**config.mk**
```make
export PLATFORM = sky130hd
export DESIGN_NAME = intr_timer_ctrl_flat
export DESIGN_NICKNAME = d
export VERILOG_FILES = /design/src/rtl/intr_timer_if.sv /design/src/rtl/intr_timer_ctrl.sv /design/src/flat_wrapper.sv
export SDC_FILE = /design/constraint.sdc
export NUM_CORES = 1
export LEC_CHECK = 0
export CAP_MARGIN = 20
export CORE_MARGIN = 1
export CORE_UTILIZATION = 48
export DETAILED_ROUTE_END_ITERATION = 10
export PLACE_DENSITY = 0.71
export SYNTH_ARGS = -nofsm -noshare
export SYNTH_HDL_FRONTEND = slang
export SYNTH_SLANG_ARGS = --single-unit
export TNS_END_PERCENT = 30
```
**constraint.sdc**
```tcl
create_clock -name i_clk -period 2.85 [get_ports i_clk]
set_input_delay 0.4275 -clock i_clk [delete_from_list [all_inputs] [get_ports i_clk]]
set_output_delay 0.4275 -clock i_clk [all_outputs]
set_load 0.02 [all_outputs]
```
**src/rtl/intr_timer_if.sv**
```systemverilog
// Load/store bus and interrupt handshake between the writeback stage
// and intr_timer_ctrl. The master side is the core, the slave side is the block.
interface intr_timer_if #(
    parameter int N_EXT = 3
);
    logic [31:0]    addr;
    logic [31:0]    wdata;
    logic           wr;
    logic           rd;
    logic           sel;
    logic [31:0]    rdata;
    logic           irq_ack;
    logic [1:0]     ack_id;
    logic [N_EXT:0] interrupt;

    modport master (
        output addr, wdata, wr, rd, irq_ack, ack_id,
        input  sel, rdata, interrupt
    );

    modport slave (
        input  addr, wdata, wr, rd, irq_ack, ack_id,
        output sel, rdata, interrupt
    );
endinterface

```
**src/rtl/intr_timer_ctrl.sv**
```systemverilog
// Interrupt source and machine timer on the writeback load/store bus.
// Edge-latched external lines plus a prescaled 32-bit MTIME/MTIMECMP timer,
// presented to the core as a masked pending vector (bit0 = timer).
// Optional macro IRQ_SYNC_EN: adds a 2-flop synchronizer on every ext line
// (ext-to-interrupt latency becomes 3 edges instead of 1).
module intr_timer_ctrl #(
    parameter int          N_EXT     = 3,
    parameter logic [31:0] BASE_ADDR = 32'h0000_0400
) (
    input  logic             i_clk,
    input  logic             i_rst_n,
    input  logic [N_EXT-1:0] i_ext_irq,
    intr_timer_if.slave      bus
);
    logic [31:0]    r_mtime;
    logic [31:0]    r_mtimecmp;
    logic [15:0]    r_presc;
    logic [15:0]    r_pcnt;
    logic [N_EXT:0] r_en;
    logic [N_EXT:1] r_pend;
    logic [N_EXT-1:0] r_prev;

    logic [31:0]    w_off;
    logic           w_sel;
    logic           w_wr_mtime, w_wr_cmp, w_wr_pend, w_wr_en, w_wr_presc;
    logic           w_tick;
    logic           w_tpend;
    logic [N_EXT-1:0] w_ext;
    logic [N_EXT:1] w_set;
    logic [N_EXT:1] w_clr;

    // Address decode: word-aligned hits in BASE_ADDR..BASE_ADDR+0x13 only
    assign w_off      = bus.addr - BASE_ADDR;
    assign w_sel      = (bus.addr >= BASE_ADDR) && (w_off <= 32'h10) && (bus.addr[1:0] == 2'b00);
    assign w_wr_mtime = bus.wr && w_sel && (w_off[4:2] == 3'd0);
    assign w_wr_cmp   = bus.wr && w_sel && (w_off[4:2] == 3'd1);
    assign w_wr_pend  = bus.wr && w_sel && (w_off[4:2] == 3'd2);
    assign w_wr_en    = bus.wr && w_sel && (w_off[4:2] == 3'd3);
    assign w_wr_presc = bus.wr && w_sel && (w_off[4:2] == 3'd4);
    assign bus.sel    = w_sel;

`ifdef IRQ_SYNC_EN
    logic [N_EXT-1:0] r_sync1;
    logic [N_EXT-1:0] r_sync2;

    // Two-flop synchronizer for asynchronous external lines
    always_ff @(posedge i_clk) begin
        if (!i_rst_n) begin
            r_sync1 <= '0;
            r_sync2 <= '0;
        end else begin
            r_sync1 <= i_ext_irq;
            r_sync2 <= r_sync1;
        end
    end
    assign w_ext = r_sync2;
`else
    assign w_ext = i_ext_irq;
`endif

    // Timer advances when the prescale counter reaches its terminal value
    assign w_tick  = (r_pcnt == r_presc);
    // Timer pending is a level compare, never latched
    assign w_tpend = (r_mtime >= r_mtimecmp);

    // Prescale counter; a PRESCALE write restarts the period
    always_ff @(posedge i_clk) begin
        if (!i_rst_n)        r_pcnt <= '0;
        else if (w_wr_presc) r_pcnt <= '0;
        else if (w_tick)     r_pcnt <= '0;
        else                 r_pcnt <= r_pcnt + 16'd1;
    end

    // MTIME: software write overrides the increment in the same cycle
    always_ff @(posedge i_clk) begin
        if (!i_rst_n)        r_mtime <= '0;
        else if (w_wr_mtime) r_mtime <= bus.wdata;
        else if (w_tick)     r_mtime <= r_mtime + 32'd1;
    end

    // Plain RW configuration registers
    always_ff @(posedge i_clk) begin
        if (!i_rst_n) begin
            r_mtimecmp <= 32'hFFFF_FFFF;
            r_en       <= '0;
            r_presc    <= '0;
        end else begin
            if (w_wr_cmp)   r_mtimecmp <= bus.wdata;
            if (w_wr_en)    r_en       <= bus.wdata[N_EXT:0];
            if (w_wr_presc) r_presc    <= bus.wdata[15:0];
        end
    end

    // Per-line rising-edge set and ack / W1C clear requests
    always_comb begin
        w_set = '0;
        w_clr = '0;
        for (int j = 1; j <= N_EXT; j++) begin
            w_set[j] = w_ext[j-1] & ~r_prev[j-1];
            w_clr[j] = (bus.irq_ack && (int'(bus.ack_id) == j)) || (w_wr_pend && bus.wdata[j]);
        end
    end

    // Pending latch: set beats clear so a coincident new edge is kept
    always_ff @(posedge i_clk) begin
        if (!i_rst_n) begin
            r_prev <= '0;
            r_pend <= '0;
        end else begin
            r_prev <= w_ext;
            r_pend <= w_set | (r_pend & ~w_clr);
        end
    end

    // Interrupt vector is masked pending; forced quiet while in reset
    assign bus.interrupt = i_rst_n ? ({r_pend, w_tpend} & r_en) : '0;

    // Zero-wait-state read mux; returns pre-write register values
    always_comb begin
        bus.rdata = '0;
        if (bus.rd && w_sel && i_rst_n) begin
            case (w_off[4:2])
                3'd0:    bus.rdata = r_mtime;
                3'd1:    bus.rdata = r_mtimecmp;
                3'd2:    bus.rdata = 32'({r_pend, w_tpend});
                3'd3:    bus.rdata = 32'(r_en);
                3'd4:    bus.rdata = {16'h0000, r_presc};
                default: bus.rdata = '0;
            endcase
        end
    end
endmodule

```
**src/flat_wrapper.sv**
```systemverilog
// flat-port wrapper written by rule: the top's interface ports become plain ports
module intr_timer_ctrl_flat 
#(
    parameter int          N_EXT     = 3,
    parameter logic [31:0] BASE_ADDR = 32'h0000_0400
)
  (i_clk, i_rst_n, i_ext_irq, bus_addr, bus_wdata, bus_wr, bus_rd, bus_irq_ack, bus_ack_id, bus_sel, bus_rdata, bus_interrupt);
  intr_timer_if #(.N_EXT(N_EXT)) bus_i ();
  input  logic i_clk;
  input  logic i_rst_n;
  input  logic [N_EXT-1:0] i_ext_irq;
  input wire logic [$bits(bus_i.addr)-1:0] bus_addr;
  input wire logic [$bits(bus_i.wdata)-1:0] bus_wdata;
  input wire logic [$bits(bus_i.wr)-1:0] bus_wr;
  input wire logic [$bits(bus_i.rd)-1:0] bus_rd;
  input wire logic [$bits(bus_i.irq_ack)-1:0] bus_irq_ack;
  input wire logic [$bits(bus_i.ack_id)-1:0] bus_ack_id;
  output wire logic [$bits(bus_i.sel)-1:0] bus_sel;
  output wire logic [$bits(bus_i.rdata)-1:0] bus_rdata;
  output wire logic [$bits(bus_i.interrupt)-1:0] bus_interrupt;
  assign bus_i.addr = bus_addr;
  assign bus_i.wdata = bus_wdata;
  assign bus_i.wr = bus_wr;
  assign bus_i.rd = bus_rd;
  assign bus_i.irq_ack = bus_irq_ack;
  assign bus_i.ack_id = bus_ack_id;
  assign bus_sel = bus_i.sel;
  assign bus_rdata = bus_i.rdata;
  assign bus_interrupt = bus_i.interrupt;
  intr_timer_ctrl #(.N_EXT(N_EXT), .BASE_ADDR(BASE_ADDR)) u_core (.i_clk(i_clk), .i_rst_n(i_rst_n), .i_ext_irq(i_ext_irq), .bus(bus_i));
endmodule
```
After elaboration in Yosys (flattened, before gate mapping)
Cells that the tools add are included.
W data, S select, Z words.
{ "word_totals": {"reg_bits": 106, "latch_bits": 0, "inputBits": 74, "memories": 0, "ramBits": 0, "wordCells": 60, "rom_bits": 0, "output_inout_bits": 37} }
{ "classes": {"bitwise": 11, "reduce_logical": 23, "magnitude_cmp": 3, "muxes": 5, "div_mod_pow": 0, "addsub": 3, "mul": 0, "eq_ne": 8, "shifts": 0} }
{ "ops": {"columns": ["cell", "count"], "rows": [
  ["$pmux W32 S5", 1],
  ["$mux W32", 3],
  ["$add A32 B1 Y32 const B", 1],
  ["$ge A32 B11 Y1 const B", 1],
  ["$ge A32 B32 Y1", 1],
  ["$le A32 B5 Y1 const B", 1],
  ["$sub A32 B11 Y32 const B", 1],
  ["$add A16 B1 Y16 const B", 1],
  ["$eq A16 B16 Y1", 1],
  ["$logic_and A1 B1 Y1", 16],
  ["$eq A3 B2 Y1 const B", 2],
  ["$and A4 B4 Y4", 1],
  ["$eq A2 B2 Y1 const B", 2],
  ["$mux W4", 1],
  ["$not A1 Y1", 4],
  ["$and A1 B1 Y1", 3],
  ["$and A3 B3 Y3", 1],
  ["$eq A3 B1 Y1 const B", 1],
  ["$eq A3 B3 Y1 const B", 1],
  ["$logic_not A3 Y1", 1],
  ["$logic_or A1 B1 Y1", 3],
  ["$not A3 Y3", 1],
  ["$or A3 B3 Y3", 1],
  ["$reduce_or A3 Y1", 1],
  ["other kinds (3)", 3]
]} }

Longest topological paths before layout
{ "depth": {"ltp_word": 11, "ltp_mapped": 9, "mapped_depth_nobuf": 8} }

Worst setup path before layout
No wires, ideal clock.
{ "synth_path": {"path_type": "input-to-output", "from": "in bus_addr[3]", "to": "out bus_rdata[15]", "arrival_time_ps": 2647, "stages": 8, "path_buffers": 2, "required_ps": 2423, "path_slack_ps": -224, "path_cell_list": "clkbuf_1 > o21ai_0 > nand4_1 > nor2_1 > nor4b_2 > nand2b_1 > clkbuf_1 > nor3_1"} }
{ "synth_via": {"elab_chain_cells": 7, "elab_cells_between_ends": 14, "classes_between": "add/sub (1); order compare (2); eq/ne (4); mux (2); reduce/logical (5)"} }
{ "synth_lines": {"columns": ["element", "line_no", "rtl"], "rows": [
  ["start: declaration", "flat_wrapper.sv:12", "input wire logic [$bits(bus_i.addr)-1:0] bus_addr;"],
  ["$sub A32 B11 Y32", "intr_timer_ctrl.sv:33", "assign w_off = bus.addr - BASE_ADDR;"],
  ["$le A32 B5 Y1", "intr_timer_ctrl.sv:34", "assign w_sel = (bus.addr >= BASE_ADDR) && (w_off <= 32'h10) && (bus.addr[1:0] == 2'b00);"],
  ["$logic_and A1 B1 Y1 (*) (2 in series)", "intr_timer_ctrl.sv:34", null],
  ["named net bus_sel", "flat_wrapper.sv:18", "output wire logic [$bits(bus_i.sel)-1:0] bus_sel;"],
  ["$logic_and A1 B1 Y1 (*) (2 in series)", "intr_timer_ctrl.sv:121", "if (bus.rd && w_sel && i_rst_n) begin"],
  ["$mux W32 (*)", "intr_timer_ctrl.sv:121", null],
  ["end: declaration", "flat_wrapper.sv:19", "output wire logic [$bits(bus_i.rdata)-1:0] bus_rdata;"]
]} }
The timed path passes the listed nets; every way through them passes the cells marked *.

Worst setup path after layout
{ "layout_path": {"from": "reg u_core.r_mtimecmp[31]", "to": "out bus_rdata[0]"} }
{ "layout_via": {"elab_chain_cells": 3} }
{ "layout_lines": {"columns": ["element", "line_no", "rtl"], "rows": [
  ["start: declaration", "intr_timer_ctrl.sv:16", "logic [31:0] r_mtimecmp;"],
  ["start signal: assignment", "intr_timer_ctrl.sv:88", "if (w_wr_cmp) r_mtimecmp <= bus.wdata;"],
  ["$ge A32 B32 Y1", "intr_timer_ctrl.sv:64", "assign w_tpend = (r_mtime >= r_mtimecmp);"],
  ["$pmux W32 S5", "intr_timer_ctrl.sv:122", "case (w_off[4:2])"],
  ["$mux W32", "intr_timer_ctrl.sv:121", null]
]} }
Every way passes these cells.

==> impl_results.md <==
* Count of unique library cells instantiated by Yosys at 42
* Global Route Usage Sum at 0.2975
* Placement-stage worst setup slack at -0.6135 ns
* Flop2flop setup slack at 0.23 ns
* Biggest area consumer among synthesized cells: sky130_fd_sc_hd__dfxtp_1
* CTS sink count at 106
* Diode count at 0
* Cell Pwr Density at 322.3 nW/µm²
* Leakage power of the design at 4.161 nW
* Number of buffers created by CTS at 9
* Delay of the slowest critical-path stage at 0.46 ns
* Net Sw Frac at 0.2423
* Final number of max-transition violations at 0
* Worst setup EP type: primary output
* Drt drc at 0
* Clk pwr share at 0.396
* Total Wirelength at 20770 µm
* DR vias at 6601
* Critical path buffer and inverter count at 2
* Post-CTS clock slew at the launch and capture registers of the worst setup and hold paths at 0.07 ns
* Violated checks: negative setup slack
* Longest Clk Path Bufs at 2
* Yosys reg bits at 106
* Initial Utilization at 0.4955
* Min Clock Period, post-route at 2.892 ns
* Routed Antenna Nets at 0
* Area share of the largest cell type after synthesis at 0.3380
* MaxCap Viol Count at 0
* Pint at 2.280 mW
* Maximum achievable frequency at 0.3458 GHz
* Synthesized area per cell at 8.060 µm²
* Ports placed on the boundary at 111
* RSZ-0062 raised after global routing: yes
* Worst slew margin at 0.4672
* Post-synth design cell area at 6279 µm²
* Last weighted congestion value of the routability-driven placer at 0.9369
* Grt met2 use at 0.5179
* TritonCTS clock tree: built
* Number of detailed-routing iterations run before antenna repair at 5
* Routed length per instance at 17.89 µm
* Final #Nets at 1093
* Latest clock arrival within the worst-skew pair at 0.36 ns
* Data required time of the critical path at 2.42 ns
* Area overhead of the layout relative to synthesis at 48.70%
* Net switching power at 729.2 µW
* Main flop type after synthesis: sky130_fd_sc_hd__dfxtp_1
* Most Crowded Layer GR: met2
* Worst path arrival time at 2.46 ns
* Layout cell share with drive strength beyond 1 at 0.2791
* Maximum clock skew at final layout at 0.009568 ns
* Number of failing setup endpoints in the final timing report at 1
* CTS Hold Buffers Added at 0
* Cell breakdown of the critical path: inv_1, ha_4, a2111oi_4, a21oi_2, mux4_2, o311a_1, buf_6
* Worst R2R Start: u_core.r_mtime[5]$_SDFFE_PN0P_
* Reg-to-reg critical path endpoint: u_core.r_mtime[31]$_SDFFE_PN0P_
* Part of the total power dissipated in combinational logic at 0.107
* Max VDD drop at 354.3 µV
* Cell total after placement at 1131
* Core area at 12670 µm²
* Post-route clock period utilization at 1.015
* Transition time of the tightest slew-check pin at 0.7992 ns
* Post-synthesis instance total at 779
* Total die area at 13540 µm²
* Clock Root Buffer: sky130_fd_sc_hd__clkbuf_16
* Max H-tree Level at 3
* Largest net degree at the start of global routing at 84
* Met3 demand-to-capacity share in global routing at 0.06175
* Via count of the first global-routing pass at 6446
* Num rows at 41
* Outcome: finished with violations
* Nets in the synthesized netlist at 887
* Cell types occupying the most area after synthesis: sky130_fd_sc_hd__dfxtp_1, sky130_fd_sc_hd__ha_1, sky130_fd_sc_hd__mux2i_1
* Number of warning messages in the yosys log at 0
* Setup crit start kind: register
* Class of the most critical hold timing path: register to register
* Final hold violation count at 0
* Total congestion overflow at 0
* Die Height at 116.4 µm
* Start point of the worst hold path: u_core.r_prev[2]$_SDFF_PN0_
* Final Instance Count excl. Fillers at 1161
* Setup slack after layout at -0.04217 ns
* Cell at the slowest stage of the critical path: sky130_fd_sc_hd__mux4_2
* Hold EP: u_core.r_pend[3]$_SDFF_PN0_
* Crit Path Max Fanout at 2
* Fraction of registers with async set or reset after synthesis at 0
* Depth of the worst register-to-register path at 7
* Total power consumption of the routed design at 3.009 mW
* Number of buffers added on ports at 110
* First-pass GRT wire length at 31320 µm
* Cell family with most CP delay: compound AO/OA/AOI/OAI gates
* Register share of total power at 0.497
* Ratio of routed vias to standard cells at 5.686
* Startpoint-to-endpoint class of the critical path: register to primary output
* Initial antenna violation count at 0
* Global-route track usage on met1 at 0.3596
* Total Negative Setup Slacks at -0.04217 ns
* Violation count after the first detailed-route iteration at 520
* Post-DP HPWL at 14030 µm
* Number of cells on the worst hold path at 1
* Number of enable-type register cells in the synthesized netlist at 0
* Die width at 116.4 µm
* Sequential area share after synthesis at 0.3380
[cell usage in the layout (no fill, tap or decap), types with 25 or more instances in the layout]
master and instances:
sky130_fd_sc_hd__o21ai_0 36, sky130_fd_sc_hd__mux2i_1 36, sky130_fd_sc_hd__nand2_1 66, sky130_fd_sc_hd__xnor2_1 37
sky130_fd_sc_hd__buf_4 123, sky130_fd_sc_hd__inv_1 39, sky130_fd_sc_hd__dlymetal6s2s_1 27, sky130_fd_sc_hd__a21oi_1 52
sky130_fd_sc_hd__clkdlybuf4s50_1 48, sky130_fd_sc_hd__nor2_1 58, sky130_fd_sc_hd__dfxtp_1 91, sky130_fd_sc_hd__xor2_1 25
sky130_fd_sc_hd__o211ai_1 35, sky130_fd_sc_hd__nor4_1 25
[cell type report]
type	instances	area, µm²
multi-input cells	578	4372
fillers	929	3334
repair buffers	238	2142
flip-flops and latches	106	2141
clock buffers	12	256.5
well taps	172	215.2
inverters	52	195.2
clock inverters	3	15.01
[routing by layer]
| metal | up-vias | wire length (µm) |
|---|---|---|
| li1 | 3184 | - |
| met4 | 0 | 462 |
| met1 | 3144 | 8949 |
| met2 | 228 | 10260 |
| met5 | - | 0 |
| met3 | 45 | 1104 |
[how the worst max path moves through the flow]
stage	startpoint	end	slack (ns)	cells after the start
2_1_floorplan	bus_addr[3]	bus_rdata[10]	-0.003	8
3_3_place_gp	bus_addr[10]	bus_rdata[4]	-0.52	9
3_5_place_dp	bus_addr[10]	bus_rdata[13]	-0.61	9
4_1_cts	u_core.r_mtimecmp[13]$_SDFFE_PN1P_	bus_rdata[0]	-0.11	10
5_1_grt	bus_addr[1]	bus_rdata[6]	-0.12	9
6_report	u_core.r_mtimecmp[31]$_SDFFE_PN1P_	bus_rdata[0]	-0.04	7
[stage by stage]
stage               utilization  hold WS, ns  cell area, µm²
finish                   0.7368       0.4326            9336
global route             0.7368       0.4375            9336
CTS                      0.6904       0.4343            8748
detailed placement       0.6618       0.4305            8386
global placement         0.6618       0.4140            8386
floorplan                     -       0.4079            6342
[cells by family after synthesis]
| logic type | Yosys count | synth area share |
|---|---|---|
| mux | 37 | 0.06098 |
| simple gates | 276 | 0.2242 |
| compound gates | 169 | 0.1652 |
| flops | 106 | 0.3380 |
| xor+xnor | 62 | 0.08649 |
| fa+ha+maj | 34 | 0.06776 |
| buf+inv | 95 | 0.05739 |
[registers in the layout (all words and copies together) (netlist names)]
signal and count:
u_core.r_mtime 32, u_core.r_en 4, u_core.r_prev 3, u_core.r_presc 16, u_core.r_pcnt 16, u_core.r_mtimecmp 32, u_core.r_pend 3
[power by group through the flow]
| stage | clock, mW | combinational [mW] | sequential, mW |
|---|---|---|---|
| 6_report | 1.19 | 0.321 | 1.50 |
| 5_1_grt | 1.26 | 0.339 | 1.50 |
| 2_1_floorplan | 0 | 0.115 | 1.53 |
| 3_3_place_gp | 0 | 0.298 | 1.53 |
| 3_5_place_dp | 0 | 0.303 | 1.53 |
| 4_1_cts | 1.21 | 0.308 | 1.50 |
[what timing repair did]
item,in CTS,in global routing
setup endpoints to repair,34,104
gates resized for setup,174,127
gates cloned,0,2
buffers inserted,8,5
pin swaps,9,42
[cell usage after synthesis (all sizes together) (2+ instances only)]
cell type and number:
and3 7, o21ai 43, a221oi 4, nor3b 2, nor4b 8, nand3 24
a2111oi 2, inv 52, ha 34, buf 12, nand2b 3, xor2 25
nor3 31, clkbuf 31, dfxtp 106, xnor2 37, nor2 60, o211ai 35
nand4 18, a21oi 57, nand2 67, mux2i 36, nor2b 23, o22ai 3
a21o 4, a22oi 16, nor4 29
(Power assumes the default switching activity.)
